==> config.mk <==
export PLATFORM = sky130hd
export DESIGN_NAME = clock_ctrl
export DESIGN_NICKNAME = d
export VERILOG_FILES = /design/src/rtl/clock_ctrl.sv
export SDC_FILE = /design/constraint.sdc
export NUM_CORES = 1
export LEC_CHECK = 0
export ABC_AREA = 1
export CORE_ASPECT_RATIO = 0.5
export CORE_MARGIN = 4
export CORE_UTILIZATION = 53
export CTS_BUF_LIST = sky130_fd_sc_hd__clkbuf_4 sky130_fd_sc_hd__clkbuf_8
export DETAILED_ROUTE_END_ITERATION = 7
export PLACE_DENSITY = 0.84
export SLEW_MARGIN = 20
export SYNTH_ARGS = -nofsm -noshare
export SYNTH_HDL_FRONTEND = slang
export SYNTH_SLANG_ARGS = --single-unit
==> constraint.sdc <==
create_clock -name clk -period 2.69 [get_ports clk]
set_clock_uncertainty 0.15 [all_clocks]
set_input_delay 0.6725 -clock clk [delete_from_list [all_inputs] [get_ports clk]]
set_output_delay 0.6725 -clock clk [all_outputs]
set_load 0.02 [all_outputs]
==> src/rtl/clock_ctrl.sv <==
// clock_ctrl: timekeeping controller for the digital-clock datapath.
//
// A prescaler divides clk down to a once-per-second tick. Each tick advances
// a BCD cascade HH:MM:SS (seconds and minutes wrap at 59, hours wrap at 23).
// A three-state mode FSM lets the user set hours and then minutes with two
// button pulses. Every output is a register and feeds the display mux directly.
//
// Ports:
//   clk       in   system clock; all logic runs on its rising edge
//   rst       in   synchronous, active-high reset; overrides every other input
//   mode_btn  in   single-cycle pulse; steps RUN -> SET_HOUR -> SET_MIN -> RUN
//   inc_btn   in   single-cycle pulse; increments the field being set
//   sec_lo    out  seconds ones digit (BCD 0-9)
//   sec_hi    out  seconds tens digit (BCD 0-5)
//   min_lo    out  minutes ones digit (BCD 0-9)
//   min_hi    out  minutes tens digit (BCD 0-5)
//   hour_lo   out  hours ones digit (BCD 0-9, 0-3 when hour_hi is 2)
//   hour_hi   out  hours tens digit (BCD 0-2)
//   mode      out  00 RUN, 01 SET_HOUR, 10 SET_MIN
//   day_co    out  one-cycle pulse after the RUN rollover 23:59:59 -> 00:00:00
//
// Mode FSM states:
//   state    | meaning
//   RUN      | prescaler counts; time advances once every TICK_DIV cycles
//   SET_HOUR | prescaler held at 0; inc_btn advances hours (23 -> 00)
//   SET_MIN  | prescaler held at 0; inc_btn advances minutes (59 -> 00, no carry)

module clock_ctrl #(
  parameter int TICK_DIV = 50000000
) (
  input  logic       clk,
  input  logic       rst,
  input  logic       mode_btn,
  input  logic       inc_btn,
  output logic [3:0] sec_lo,
  output logic [3:0] sec_hi,
  output logic [3:0] min_lo,
  output logic [3:0] min_hi,
  output logic [3:0] hour_lo,
  output logic [3:0] hour_hi,
  output logic [1:0] mode,
  output logic       day_co
);

  localparam int            PW      = $clog2(TICK_DIV);
  localparam logic [PW-1:0] PS_LAST = PW'(TICK_DIV - 1);

  typedef enum logic [1:0] {
    RUN      = 2'b00,
    SET_HOUR = 2'b01,
    SET_MIN  = 2'b10
  } mode_t;

  mode_t         state_q, state_d;
  logic [PW-1:0] presc_q, presc_d;
  logic [7:0]    sec_q, sec_d;    // {tens, ones}
  logic [7:0]    min_q, min_d;
  logic [7:0]    hour_q, hour_d;
  logic          day_co_q, day_co_d;
  logic          tick;

  // Two-digit BCD increment wrapping 59 -> 00.
  function automatic logic [7:0] inc60(input logic [7:0] v);
    logic [7:0] r;
    if (v[3:0] == 4'd9) begin
      if (v[7:4] == 4'd5) r = 8'h00;
      else                r = {v[7:4] + 4'd1, 4'd0};
    end else begin
      r = {v[7:4], v[3:0] + 4'd1};
    end
    return r;
  endfunction

  // Two-digit BCD increment wrapping 23 -> 00.
  function automatic logic [7:0] inc24(input logic [7:0] v);
    logic [7:0] r;
    if (v == 8'h23)            r = 8'h00;
    else if (v[3:0] == 4'd9)   r = {v[7:4] + 4'd1, 4'd0};
    else                       r = {v[7:4], v[3:0] + 4'd1};
    return r;
  endfunction

  always_ff @(posedge clk) begin
    if (rst) begin
      state_q  <= RUN;
      presc_q  <= '0;
      sec_q    <= 8'h00;
      min_q    <= 8'h00;
      hour_q   <= 8'h00;
      day_co_q <= 1'b0;
    end else begin
      state_q  <= state_d;
      presc_q  <= presc_d;
      sec_q    <= sec_d;
      min_q    <= min_d;
      hour_q   <= hour_d;
      day_co_q <= day_co_d;
    end
  end

  always_comb begin
    state_d  = state_q;
    presc_d  = presc_q;
    sec_d    = sec_q;
    min_d    = min_q;
    hour_d   = hour_q;
    day_co_d = 1'b0;
    tick     = 1'b0;

    case (state_q)
      RUN: begin
        if (presc_q == PS_LAST) begin
          presc_d = '0;
          tick    = 1'b1;
        end else begin
          presc_d = presc_q + PW'(1);
        end
        // A mode press on a tick edge still applies that second's increment.
        if (tick) begin
          sec_d = inc60(sec_q);
          if (sec_q == 8'h59) begin
            min_d = inc60(min_q);
            if (min_q == 8'h59) hour_d = inc24(hour_q);
          end
          day_co_d = (sec_q == 8'h59) && (min_q == 8'h59) && (hour_q == 8'h23);
        end
        if (mode_btn) state_d = SET_HOUR;
      end

      SET_HOUR: begin
        presc_d = '0;
        if (mode_btn)     state_d = SET_MIN;
        else if (inc_btn) hour_d  = inc24(hour_q);
      end

      SET_MIN: begin
        presc_d = '0;
        if (mode_btn) begin
          // Restart the second cleanly so the first tick is a full period away.
          state_d = RUN;
          sec_d   = 8'h00;
        end else if (inc_btn) begin
          min_d = inc60(min_q);
        end
      end

      default: begin
        state_d = RUN;
        presc_d = '0;
      end
    endcase
  end

  assign sec_lo  = sec_q[3:0];
  assign sec_hi  = sec_q[7:4];
  assign min_lo  = min_q[3:0];
  assign min_hi  = min_q[7:4];
  assign hour_lo = hour_q[3:0];
  assign hour_hi = hour_q[7:4];
  assign mode    = state_q;
  assign day_co  = day_co_q;

endmodule

==> results.yml <==
detailed_routing:
  first_iter_violations: 140
  drc: 0
  wl_met3_um: 233
  wl_per_cell_um: 11.2
  vias_per_cell: 5.05
  wl_met2_mm: 2.86
  wirelength_mm: 6.25
  top_layer: "met4"
  wl_met1_mm: 3.06
  drt-pass1-iter-count: 4
  drtAntennaViolNets: 0
  vias: 2808
clock_network:
  cts_buffers: 5
  htreeDepth: 2
  post_cts_buffers: 0
  root_buffer: "clkbuf_8"
  cts_sinks: 53
  cts_resized: 0
  clkLatencyLatePin_ns: 0.31
  clk_pin_slew_ns: 0.09
  clk_path_buf_depth: 2
  postCtsHoldBufs: 0
  cts_tree: "yes"
place:
  place_inst: 548
  post_dp_cell_area_um2: 3440
  dp_slack_ns: 0.418
  dp_hpwl_mm: 4.73
  globalplace.congestion: 0.893
  io_buffers: 30
cells_and_area:
  final_cell_mix: "90 x nand2_1, 63 x nor2_1, 59 x inv_1"
  layout.nets: 495
  n_antenna_cell: 0
  fin_util_pct: 63.5
  final_common_cell: "nand2_1"
  area_growth_pct: 14.1
  final_cell_area_um2: 3530
  final_layout_size_suffix_gt1_share_pct: 9.32
  fin_cells: 556
timing:
  rsz0062_at_grt: "false"
  timing.final.crit_share_pct: 85.4
  slew_headroom_pct: 62.3
  tightest_slew_ns: 0.564
  finalWorstSetupSlack_ns: 0.394
  fin_tns_setup_ns: 0
  hold_viol: 0
  setup_viol: 0
  max_freq_mhz: 435
  drv_slew: 0
  fin_crit_ns: 2.30
worst_setup_path:
  crit_path_end_kind: "primary output"
  timing.rr.end: "sec_q[6]"
  reg2reg_slack_ns: 0.58
  slowest_stage: "clkdlybuf4s50_1"
  critPathTopFamily: "buffers and inverters"
  critPathBufInv: 1
  criticalPathCategory: "register to primary output"
  worst_r2r_path_depth: 11
  path_max_fanout: 4
  startpoint_type: "register"
  cp_data_required_time_ns: 1.87
  arrival_ns: 1.47
  crit_chain: "clkdlybuf4s50_1"
  critPathMaxStageDelay_ns: 0.66
  r2r-start: "presc_q[0]"
min_path:
  hp-class: "register to register"
  worstHoldPathCells: 1
  hold_start: "presc_q[0]"
  min_to: "presc_q[0]"
pwr:
  sw_frac_of_total_pct: 26.8
  cellInternalPower_uw: 1090
  p_comb_share_pct: 13.7
  pwr-share-seq_pct: 55.0
  pwr-share-clk_pct: 31.3
  powerDensity_nw_per_um2: 423
  leakage_uw: 0.00141
  switchingPower_uw: 401
  ir_worst_vdd_mv: 0.271
synth:
  synth_edf_count: 0
  ys.flop_type: "dfxtp_1"
  yosys-top-cells-area: "dfxtp_1 34%, nand2_1 11%, nor2_1 7.6%"
  yosysWarnings: 0
  ys_async_sr_fraction_pct: 0
  syn_nets: 461
  synth.distinct_cells: 34
  avgSynthCellArea_um2: 6.91
  syn_area_um2: 3090
  synth_top_area_share_pct: 34.3
  synth-seq-cells: 53
  yosys.area.top_type: "dfxtp_1"
  ys_seq_area_share_pct: 34.3
  netlist_instances: 448
die:
  ios: 31
  initial_utilization_pct: 55.6
  fp.dieW_um: 116
  fp-row-count: 19
  dieArea_um2: 7200
  core_um2: 5560
  dieHeight_um: 62.0
grt:
  grt_max_degree: 17
  antenna_found_initial: 0
  overflow: 0
  grt_pass1_vias: 2442
  grtUsageTotal_pct: 18.3
  grt_first_pass_wirelength_mm: 10.5
flow_run:
  cap_viol_max_count: 0
status:
  status: "finished, final reports clean"
## synth_stat cells, types with 3 or more instances
cell / count
nor2_1: 63
nor2_4: 3
nand2_1: 90
buf_12: 3
xor2_1: 11
dfxtp_1: 53
nand3_1: 40
nand4_1: 16
nor3b_1: 3
nand2_2: 5
inv_1: 59
inv_2: 6
nor3_1: 11
ha_1: 9
o21ai_0: 8
xnor2_1: 5
a21oi_1: 34
nor2_2: 6
or2_2: 3
## power groups by stage
| stage | registers [µW] | logic [µW] | clock network (µW) |
|---|---|---|---|
| floorplan | 853 | 147 | 0 |
| global placement | 840 | 200 | 0 |
| detailed placement | 840 | 205 | 0 |
| CTS | 822 | 205 | 487 |
| global route | 825 | 227 | 517 |
| finish | 822 | 205 | 467 |
## per-layer routing
metal | vias to the layer above | GRT usage, %
met2 | 44 | 31.5
met3 | 8 | 4.84
li1 | 1505 | -
met5 | - | 0
met1 | 1251 | 22.3
met4 | 0 | 7.77
## worst max path at each step
stage,from,endpoint,slack [ns],depth (start not counted)
floorplan,sec_q[4],hour_q[6],0.90,8
global placement,mode_btn,min_q[3],0.44,8
detailed placement,mode_btn,min_q[4],0.42,7
CTS,mode[1],mode[1],0.36,1
global route,mode[1],mode[1],0.32,1
finish,mode[1],mode[1],0.39,1
## cell type report
| type | count | area [µm²] |
|---|---|---|
| inverter | 65 | 244 |
| sequential | 53 | 1060 |
| timing repair buffer | 35 | 338 |
| multi-input combinational | 322 | 1700 |
| fill | 507 | 2030 |
| clock buffer | 8 | 91.3 |
| tap | 73 | 91.3 |
## flip-flops by register name, indices dropped and copies added (netlist names)
| signal | count |
|---|---|
| presc_q | 26 |
| hour_q | 8 |
| min_q | 8 |
| sec_q | 8 |
| mode | 2 |
| day_co | 1 |
## logic make-up after synthesis
| group | share of synthesized area [%] |
|---|---|
| flops | 34.3 |
| xor+xnor | 4.53 |
| buf+inv | 10.6 |
| compound gates | 8.13 |
| simple gates | 38.8 |
| fa+ha+maj | 3.64 |
## stage by stage
| step | total power [µW] | hold WS [ns] |
|---|---|---|
| final | 1490 | 0.311 |
| after global routing | 1570 | 0.340 |
| after CTS | 1510 | 0.314 |
| after detailed placement | 1040 | 0.294 |
| after global placement | 1040 | 0.280 |
| after floorplan | 1000 | 0.268 |
No activity file was read; power rests on OpenSTA's default activity.
